===== src/rtl/display_counter.sv =====
// Four-digit start/stop counter feeding the per-digit hex decoders.
// Hex or BCD digits, up or down, with a selectable tick rate derived from the board clock.
module display_counter #(
    parameter int DIV = 50_000_000
) (
    input  logic        CLOCK_50,
    input  logic        Resetn,
    input  logic        start,
    input  logic        stop,
    input  logic        load,
    input  logic [1:0]  speed,
    input  logic        bcd_mode,
    input  logic        down,
    input  logic [15:0] load_val,
    output logic [3:0]  digit0,
    output logic [3:0]  digit1,
    output logic [3:0]  digit2,
    output logic [3:0]  digit3,
    output logic        running,
    output logic        tick,
    output logic        wrap
);

    localparam int DW = $clog2(4 * DIV);

    typedef enum logic [1:0] {
        IDLE   = 2'd0,
        RUN    = 2'd1,
        PAUSED = 2'd2
    } state_t;

    state_t          state_reg;
    logic            running_reg;
    logic [DW-1:0]   div_reg;
    logic [DW-1:0]   period_m1;
    logic [1:0]      speed_reg;
    logic [2:0]      in_reg;
    logic [2:0]      in_prev_reg;
    logic [2:0]      armed_reg;
    logic [2:0]      req;
    logic            start_req;
    logic            stop_req;
    logic            load_req;
    logic [3:0]      digit_reg [4];
    logic [3:0]      step_val  [4];
    logic [3:0]      load_nib  [4];
    logic [4:0]      carry;
    logic [3:0]      max_digit;

    // armed_reg masks inputs that were already high when reset released,
    // until they have been sampled low at least once.
    assign req       = in_reg & ~in_prev_reg & armed_reg;
    assign start_req = req[0];
    assign stop_req  = req[1];
    assign load_req  = req[2];

    assign max_digit = bcd_mode ? 4'd9 : 4'd15;

    always_comb begin
        case (speed)
            2'b00:   period_m1 = '0;
            2'b01:   period_m1 = DW'(DIV - 1);
            2'b10:   period_m1 = DW'(2 * DIV - 1);
            default: period_m1 = DW'(4 * DIV - 1);
        endcase
    end

    generate
        for (genvar gi = 0; gi < 4; gi++) begin : g_load
            assign load_nib[gi] = (bcd_mode && load_val[4*gi +: 4] > 4'd9)
                                ? 4'd9 : load_val[4*gi +: 4];
        end
    endgenerate

    // Ripple carry/borrow chain; carry[4] is the roll-over out of digit3.
    always_comb begin
        carry    = '0;
        carry[0] = 1'b1;
        for (int i = 0; i < 4; i++) begin
            step_val[i] = digit_reg[i];
            if (carry[i]) begin
                if (!down) begin
                    if (digit_reg[i] >= max_digit) begin
                        step_val[i] = 4'd0;
                        carry[i+1]  = 1'b1;
                    end else begin
                        step_val[i] = digit_reg[i] + 4'd1;
                    end
                end else begin
                    if (digit_reg[i] == 4'd0) begin
                        step_val[i] = max_digit;
                        carry[i+1]  = 1'b1;
                    end else if (digit_reg[i] > max_digit) begin
                        step_val[i] = max_digit - 4'd1;
                    end else begin
                        step_val[i] = digit_reg[i] - 4'd1;
                    end
                end
            end
        end
    end

    assign tick    = (state_reg == RUN) && (div_reg == '0);
    assign wrap    = tick && carry[4];
    assign running = running_reg;
    assign digit0  = digit_reg[0];
    assign digit1  = digit_reg[1];
    assign digit2  = digit_reg[2];
    assign digit3  = digit_reg[3];

    always_ff @(posedge CLOCK_50 or negedge Resetn) begin
        if (!Resetn) begin
            state_reg   <= IDLE;
            running_reg <= 1'b0;
            div_reg     <= '0;
            speed_reg   <= 2'b00;
            in_reg      <= '0;
            in_prev_reg <= '0;
            armed_reg   <= '0;
            for (int i = 0; i < 4; i++) digit_reg[i] <= 4'd0;
        end else begin
            in_reg      <= {load, stop, start};
            in_prev_reg <= in_reg;
            armed_reg   <= armed_reg | ~{load, stop, start};
            speed_reg   <= speed;

            case (state_reg)
                IDLE: begin
                    if (load_req)
                        for (int i = 0; i < 4; i++) digit_reg[i] <= load_nib[i];
                    if (start_req && !stop_req) begin
                        state_reg   <= RUN;
                        running_reg <= 1'b1;
                    end
                end
                RUN: begin
                    if (stop_req) begin
                        state_reg   <= PAUSED;
                        running_reg <= 1'b0;
                    end else if (tick) begin
                        for (int i = 0; i < 4; i++) digit_reg[i] <= step_val[i];
                    end
                end
                PAUSED: begin
                    if (stop_req) begin
                        state_reg <= IDLE;
                        for (int i = 0; i < 4; i++) digit_reg[i] <= 4'd0;
                    end else begin
                        if (load_req)
                            for (int i = 0; i < 4; i++) digit_reg[i] <= load_nib[i];
                        if (start_req) begin
                            state_reg   <= RUN;
                            running_reg <= 1'b1;
                        end
                    end
                end
                default: begin
                    state_reg   <= IDLE;
                    running_reg <= 1'b0;
                end
            endcase

            // Outside RUN the divider sits at period-1, so entry to RUN starts a full period.
            if (state_reg != RUN)
                div_reg <= period_m1;
            else if (speed != speed_reg || div_reg == '0)
                div_reg <= period_m1;
            else
                div_reg <= div_reg - DW'(1);
        end
    end

endmodule


===== config.mk =====
export PLATFORM = sky130hd
export DESIGN_NAME = display_counter
export DESIGN_NICKNAME = d
export VERILOG_FILES = /design/src/rtl/display_counter.sv
export SDC_FILE = /design/constraint.sdc
export NUM_CORES = 1
export LEC_CHECK = 0
export CAP_MARGIN = 5
export CORE_MARGIN = 8
export CORE_UTILIZATION = 57
export DETAILED_ROUTE_END_ITERATION = 10
export GPL_TIMING_DRIVEN = 0
export HOLD_SLACK_MARGIN = 0.1
export PLACE_DENSITY = 0.87
export SLEW_MARGIN = 15
export SYNTH_ARGS = -nofsm -noshare
export SYNTH_HDL_FRONTEND = slang
export SYNTH_SLANG_ARGS = --single-unit

===== constraint.sdc =====
create_clock -name CLOCK_50 -period 2.95 [get_ports CLOCK_50]
set_clock_uncertainty 0.05 [all_clocks]
set_input_delay 0.4425 -clock CLOCK_50 [delete_from_list [all_inputs] [get_ports CLOCK_50]]
set_output_delay 0.4425 -clock CLOCK_50 [all_outputs]
set_load 0.01 [all_outputs]

==> PnR_summary.wiki, run 1 <==
{| class="wikitable"
! Metric !! Value
|-
| Dominant cell type by area after synthesis || sky130_fd_sc_hd__dfrtp_1
|-
| CTS tree || done
|-
| Min Tclk post-route || 2.918 ns
|-
| Root buf cell || sky130_fd_sc_hd__clkbuf_8
|-
| Total standard cell area after synthesis || 3976 sq um
|-
| Final Cycle Share || 98.91%
|-
| Number of endpoints failing setup at the final stage || 0
|-
| Most repeated cell in the gate-level netlist after synthesis || sky130_fd_sc_hd__dfrtp_1
|-
| Combinational cell fraction of total power || 51.4%
|-
| Average footprint of a synthesized cell || around 9 sq um
|-
| Total of fill cells in the finished design || 516
|-
| Syn_nets || 503
|-
| Later-pin clock latency in the skew report || 0.35 ns
|-
| Worst Path Arrival || 2.43 ns
|-
| Headroom to the max-slew limit || approximately 50%
|-
| Pwr Density || 840.7 nW/um^2
|-
| Placeable core region || 6756 sq um
|-
| Detailed-route vias per instance || about 6.4
|-
| Number of design-rule violations left by the first detailed-router iteration || 339
|-
| Sum of negative setup slack || 0 ns
|-
| Leakage power figure || 1.937 nW
|-
| Fraction of final layout cells sized beyond drive strength 1 || 8.382%
|-
| Number of cell instances on the worst register-to-register path || 8
|-
| DP HPWL || 7521 um
|-
| Instance area at placement || 4504 sq um
|-
| Weighted congestion at the end of routability-driven global placement || about 0.95
|-
| H-tree level count || 3
|-
| Initial Utilization || 58.85%
|-
| Hold Fails Final Rpt || 0
|-
| Number of flip-flops under the largest register name || 28
|-
| Layout overhead on the synthesized area || 20.04%
|-
| Buffer levels on the longest clock path || 2
|-
| DRC Markers || 0
|-
| Commonest cells in the synthesized netlist || sky130_fd_sc_hd__dfrtp_1 (58), sky130_fd_sc_hd__a21oi_1 (45), sky130_fd_sc_hd__nor2_1 (36)
|-
| Area fraction of the dominant cell type after synthesis || between 30 and 40%
|-
| Layout net count || 563
|-
| Critical path launch point type || flip-flop
|-
| Router iterations before antenna repair || 5
|-
| Share of total power consumed by net switching || 43.95%
|-
| Transition time at the pin with the least slew margin || 0.7459 ns
|-
| Final cell count without fillers || roughly 590
|-
| Most used flip-flop cell after synthesis || sky130_fd_sc_hd__dfrtp_1
|-
| Synth warnings || 0
|-
| Fraction of registers with async set/reset || 100.0%
|-
| Post-CTS clock slew at the launch and capture registers of the worst setup and hold paths || 0.07 ns
|-
| Maximum VDD drop || 0.5105 mV
|-
| Die Wd || 99.52 um
|-
| R2R Setup Slk || 0.31 ns
|-
| Number of clock buffers inserted by TritonCTS || 9
|-
| Cell internal power dissipation || 2.249 mW
|-
| Result of the run || complete, no violations
|-
| Maximum fanout count along the critical path || 4
|-
| Count of antenna-violating nets left after detailed routing || 0
|-
| Number of instances in the synthesized netlist || 449
|-
| Cell row count || 30
|-
| Final design area excluding fillers || 4773 sq um
|-
| Required time reported for the critical path endpoint || between 2 and 2.5 ns
|-
| ANT cells || 0
|-
| IO Port Bufs || 43
|-
| Largest net degree at the start of global routing || 59
|-
| Worst min-delay path class || in -> async
|-
| Distinct cell type count after synthesis || 60
|-
| Max-capacitance violation count || 0
|-
| Global-route wire length before repair || 17,500 um
|-
| Total vias in the final route || 3,799
|-
| Sinks on Clock Net || 58
|-
| Net Sw Power || roughly 1.8 mW
|-
| Worst flop-to-flop path startpoint || state_reg[0]$_DFFE_PN0P_
|-
| Total global routing overflow || 0
|-
| Global routing usage summed across all routing layers || 21.42%
|-
| Routed WL || 10,390 um
|-
| Number of placed I/O pins || 44
|-
| Endpoint of the most critical register-to-register path || digit1[1]$_DFFE_PN0P_
|-
| Relative contribution of sequential cells to total power || a little under a third
|-
| Sequential-to-total area share from yosys stat || a little over a third
|-
| Slew Viols, Final || 0
|-
| Full die area || 9904 sq um
|-
| Vias in the first global route || 3,819
|-
| Initial antenna violation count || 0
|-
| Count of placed standard cells including taps || 572
|-
| Max Clock Freq || 0.3427 GHz
|-
| Final hold slack || 0.1271 ns
|-
| Die outline height || between 90 and 100 um
|-
| Number of synthesized flops with an enable pin || 0
|-
| Worst Path Class, Setup || reg -> out
|-
| Nature of the critical path endpoint || output port
|-
| Largest cells by area after synthesis || sky130_fd_sc_hd__dfrtp_1 (37%), sky130_fd_sc_hd__ha_1 (9.1%), sky130_fd_sc_hd__a21oi_1 (5.7%)
|-
| Number of flip-flops and latches in the synthesized netlist || 58
|-
| Per-cell routed wire length || 17.53 um
|-
| Clock group share of total power || between 10% and 20%
|}
[metal layers]
| layer | up-vias | part of all wire, % | track usage, % |
|---|---|---|---|
| met2 | 158 | 50 | 36.88 |
| met1 | 1839 | 42 | 25.57 |
| met3 | 19 | 7.1 | 5.307 |
| met5 | - | 0 | 0 |
| met4 | 0 | 1.6 | 6.636 |
| li1 | 1783 | - | - |
[power by group through the flow]
stage / clock, mW / combinational, mW / sequential, mW
6_report: 0.732 / 2.06 / 1.22
4_1_cts: 0.736 / 2.00 / 1.21
3_5_place_dp: 0 / 1.98 / 1.23
3_3_place_gp: 0 / 1.91 / 1.22
2_1_floorplan: 0 / 1.35 / 1.21
5_1_grt: 0.779 / 2.29 / 1.25
[what timing repair did]
item,CTS,global route
pin swaps,1,2
hold buffers,0,0
setup buffers,3,5
setup endpoints to repair,2,2
gates resized for setup,9,9
[through the flow]
stage	utilization, %	power, mW	setup slack, ns
after floorplan	-	2.557	0.2545
after global placement	66.70	3.125	-0.5686
after detailed placement	66.67	3.210	-0.6133
after CTS	69.76	3.955	0.02098
after global routing	70.65	4.314	-0.008849
final	70.65	4.013	0.03214
[worst max-delay path by stage]
stage / slack [ns] / endpoint / from
floorplan: 0.25 / wrap / div_reg[17]$_DFF_PN0_
global route: -0.009 / wrap / div_reg[21]$_DFF_PN0_
detailed placement: -0.61 / wrap / bcd_mode
global placement: -0.57 / wrap / bcd_mode
finish: 0.03 / wrap / div_reg[21]$_DFF_PN0_
CTS: 0.02 / wrap / div_reg[16]$_DFF_PN0_
[cell usage in the layout, fill, tap and decap left out, drive strengths merged, types with 8 or more instances in the layout]
master         instances
buf                   14
xnor2                 22
nor3                  16
clkbuf                20
inv                   20
nor2                  37
clkdlybuf4s50         39
a21oi                 45
nand3                 27
ha                    29
dfrtp                 58
xor2                   9
nand2                 27
o21ai                 26
nand2b                 9
a31oi                  8
[worst max-delay path, cell delays in order, from the launching register on]
cell and delay [ns]:
sky130_fd_sc_hd__dfrtp_1 0.39, sky130_fd_sc_hd__or4_4 0.55, sky130_fd_sc_hd__or3_4 0.42, sky130_fd_sc_hd__and4b_2 0.31, sky130_fd_sc_hd__and2_4 0.15, sky130_fd_sc_hd__and3_4 0.18
sky130_fd_sc_hd__buf_6 0.10
[kinds of logic after synthesis]
| logic type | after synthesis | share of synthesized area [%] |
|---|---|---|
| AND/OR/NAND/NOR | 157 | 20.99 |
| AO/OA/AOI/OAI | 137 | 22.37 |
| flip-flops | 58 | 36.50 |
| buffers and inverters | 35 | 3.682 |
| XOR/XNOR | 31 | 6.828 |
| adder cells (fa/ha/maj) | 29 | 9.125 |
| multiplexers | 2 | 0.5035 |
[area by class of cell]
cell class / count / area [sq um] / area share [%]
Buffer: 14 / 67.56 / 1.415
Clock buffer: 9 / 123.9 / 2.595
Clock inverter: 6 / 67.56 / 1.415
Inverter: 19 / 71.32 / 1.494
Multi-Input combinational cell: 356 / 2409 / 50.46
Sequential cell: 58 / 1451 / 30.41
Tap cell: 80 / 100.1 / 2.097
Timing Repair Buffer: 51 / 483.0 / 10.12
No activity file was read; power rests on OpenSTA's default activity.
==> run 2, diff against run 1 <==
Settings changed: MAX_ROUTING_LAYER set to met4.
==> run 2 against run 1 <==
Net effect:
- non-clock buffer count increased by 1
- clock power down 3.8%
- worst setup slack improved by 0.015 ns
- combinational power is essentially flat
- sequential power about the same
- global-route usage is 1.1 points higher
- die area is the same
- critical path depth unchanged
- via count grew 0.53%
- register-to-register slack lost 0.04 ns
- flip-flop and latch count unchanged
- wire length grew 0.89%
- critical endpoint unchanged
- highest routed layer unchanged
==> PnR_summary.wiki, run 2 (synthesis results as in run 1) <==
{| class="wikitable"
! Metric !! Value
|-
| Maximum fanout count along the critical path || 7 (+3)
|-
| Routed WL || 10,490 um (+0.89%)
|-
| Worst Path Arrival || 2.41 ns (-0.02 ns)
|-
| Root buf cell || sky130_fd_sc_hd__clkbuf_8
|-
| Result of the run || complete, no violations
|-
| Pwr Density || 833.8 nW/um^2 (-0.82%)
|-
| Transition time at the pin with the least slew margin || 0.7463 ns (+0.0004494 ns)
|-
| Count of antenna-violating nets left after detailed routing || 0 (unchanged)
|-
| Number of cell instances on the worst register-to-register path || 7 (-1)
|-
| Initial Utilization || 58.85% (unchanged)
|-
| IO Port Bufs || 43 (unchanged)
|-
| DP HPWL || 7441 um (-1.1%)
|-
| Global-route wire length before repair || 17,700 um (+1.1%)
|-
| Sum of negative setup slack || 0 ns (unchanged)
|-
| Required time reported for the critical path endpoint || 2.46 ns (about the same)
|-
| Endpoint of the most critical register-to-register path || digit3[2]$_DFFE_PN0P_
|-
| Router iterations before antenna repair || 5 (unchanged)
|-
| Maximum VDD drop || 0.4928 mV (-3.5%)
|-
| Number of clock buffers inserted by TritonCTS || 9 (unchanged)
|-
| Weighted congestion at the end of routability-driven global placement || 0.9441 (-0.41%)
|-
| R2R Setup Slk || 0.27 ns (-0.04 ns)
|-
| Number of flip-flops under the largest register name || 28 (unchanged)
|-
| Cell with the biggest individual delay on the critical path || sky130_fd_sc_hd__dfrtp_1
|-
| Largest net degree at the start of global routing || 59 (unchanged)
|-
| Leakage power figure || 1.945 nW (+0.44%)
|-
| Final Cycle Share || 98.40% (-0.51 points)
|-
| Sinks on Clock Net || 58 (unchanged)
|-
| Count of placed standard cells including taps || 572 (unchanged)
|-
| Cell row count || 30 (unchanged)
|-
| Total global routing overflow || 0 (unchanged)
|-
| Worst min-delay path class || in -> async
|-
| Final cell count without fillers || 595 (+0.34%)
|-
| Unrepaired setup endpoints after global routing || no
|-
| ANT cells || 0 (unchanged)
|-
| Later-pin clock latency in the skew report || 0.35 ns (about the same)
|-
| Full die area || 9904 sq um (unchanged)
|-
| Hold Fails Final Rpt || 0 (unchanged)
|-
| Detailed-route vias per instance || 6.418 (+0.19%)
|-
| Global routing usage summed across all routing layers || 22.49% (+1.1 points)
|-
| Layout overhead on the synthesized area || 20.20%
|-
| H-tree level count || 3 (unchanged)
|-
| Number of placed I/O pins || 44 (unchanged)
|-
| Fraction of final layout cells sized beyond drive strength 1 || 8.738% (+0.36 points)
|-
| Min Tclk post-route || 2.903 ns (-0.01500 ns)
|-
| CTS tree || done
|-
| Count of hold-fix buffers inserted at cts || 0 (unchanged)
|-
| Crit-path cells || ha_1 -> a211oi_1 -> or2_2 -> o32ai_1 -> and3_4 -> buf_6
|-
| Slew Viols, Final || 0 (unchanged)
|-
| Total of fill cells in the finished design || 508 (-1.6%)
|-
| Max-capacitance violation count || 0 (unchanged)
|-
| Number of design-rule violations left by the first detailed-router iteration || 287 (-15%)
|-
| Die Wd || 99.52 um (unchanged)
|-
| Total vias in the final route || 3,819 (+0.53%)
|-
| Worst Path Class, Setup || reg -> out
|-
| Initial antenna violation count || 0 (unchanged)
|-
| Number of endpoints failing setup at the final stage || 0 (unchanged)
|-
| Largest delay share family, worst path || simple AND/OR/NAND/NOR gates
|-
| Top library cells by usage in the layout, fill and taps aside || sky130_fd_sc_hd__dfrtp_1 (58), sky130_fd_sc_hd__a21oi_1 (45), sky130_fd_sc_hd__clkdlybuf4s50_1 (39)
|-
| Most common cell after layout, fill and taps aside || sky130_fd_sc_hd__dfrtp_1
|-
| Die outline height || 99.52 um (unchanged)
|-
| Worst flop-to-flop path startpoint || digit0[1]$_DFFE_PN0P_
|-
| Nature of the critical path endpoint || output port
|-
| Critical path launch point type || flip-flop
|-
| DRC Markers || 0 (unchanged)
|-
| Buffer levels on the longest clock path || 2 (unchanged)
|-
| Number of buffers and inverters on the critical path || 1 (unchanged)
|-
| Max Clock Freq || 0.3445 GHz (+0.52%)
|-
| Headroom to the max-slew limit || 50.25% (about the same)
|-
| Critical path launch point || digit0[1]$_DFFE_PN0P_
|-
| Post-CTS clock slew at the launch and capture registers of the worst setup and hold paths || 0.07 ns (about the same)
|-
| Placeable core region || 6756 sq um (unchanged)
|-
| Delay contributed by the slowest stage of the critical path || 0.49 ns (-0.06 ns)
|-
| Per-cell routed wire length || 17.62 um (+0.55%)
|-
| Vias in the first global route || 3,803 (-0.42%)
|-
| Layout net count || 564 (+0.18%)
|}
[run 2: metal layers]
metal  vias up  global-route usage [%]  part of all wire [%]
met4         0                   11.06                   2.5
met1      1849                   26.38                    43
met5         -                       -                     0
met2       155                   36.11                    48
met3        30                   4.539                   6.4
li1       1785                       -                     -
[run 2: worst max-delay path by stage]
stage | to | slack (ns) | cells past startpoint
detailed placement | wrap | -0.66 | 7
finish | wrap | 0.05 | 6
global placement | wrap | -0.58 | 7
floorplan | wrap | 0.25 | 7
CTS | wrap | 0.03 | 6
global route | wrap | 0.01 | 6
[run 2: power breakdown]
| group | leakage (nW) | total [mW] | switching [mW] | internal, mW |
|---|---|---|---|---|
| Clock | 0.0944 | 0.704 | 0.333 | 0.370 |
| Sequential | 0.690 | 1.23 | 0.253 | 0.972 |
| Combinational | 1.16 | 2.06 | 1.17 | 0.890 |
| Total | 1.95 | 3.99 | 1.75 | 2.23 |
[run 2: area by class of cell]
| type | instances | area (sq um) | share of cell area, % |
|---|---|---|---|
| plain buffers | 14 | 67.56 | 1.414 |
| clock buffers | 12 | 165.2 | 3.455 |
| clock inverters | 4 | 25.02 | 0.5236 |
| inverters | 19 | 71.32 | 1.492 |
| multi-input cells | 356 | 2409 | 50.39 |
| flip-flops and latches | 58 | 1451 | 30.37 |
| well taps | 80 | 100.1 | 2.094 |
| repair buffers | 52 | 490.5 | 10.26 |
[run 2: worst register-to-register path, stage by stage, from the launching register on]
cell                       delay [ns]
sky130_fd_sc_hd__dfrtp_1         0.49
sky130_fd_sc_hd__ha_1            0.35
sky130_fd_sc_hd__a211oi_1        0.09
sky130_fd_sc_hd__or2_2           0.36
sky130_fd_sc_hd__o32ai_1         0.40
sky130_fd_sc_hd__a31oi_1         0.34
sky130_fd_sc_hd__o31ai_1         0.36
sky130_fd_sc_hd__a21oi_1         0.12
[run 2: what timing repair did]
item / 4_1_cts / 5_1_grt
endpoints found under the setup margin: 2 / 2
gates resized for setup: 9 / 9
pin swaps: 2 / 2
setup buffers: 7 / 2
[run 2: metrics by stage]
stage / utilization, % / hold slack, ns / setup slack, ns / total power, mW / cell area, sq um
CTS: 70.19 / 0.1345 / 0.02575 / 3.939 / 4742
finish: 70.74 / 0.1171 / 0.04714 / 3.985 / 4780
floorplan: - / 0.09691 / 0.2545 / 2.557 / 3976
detailed placement: 66.67 / 0.3318 / -0.6559 / 3.200 / 4504
global placement: 66.70 / 0.3141 / -0.5823 / 3.129 / 4507
global route: 70.74 / 0.1670 / 0.01129 / 4.271 / 4780
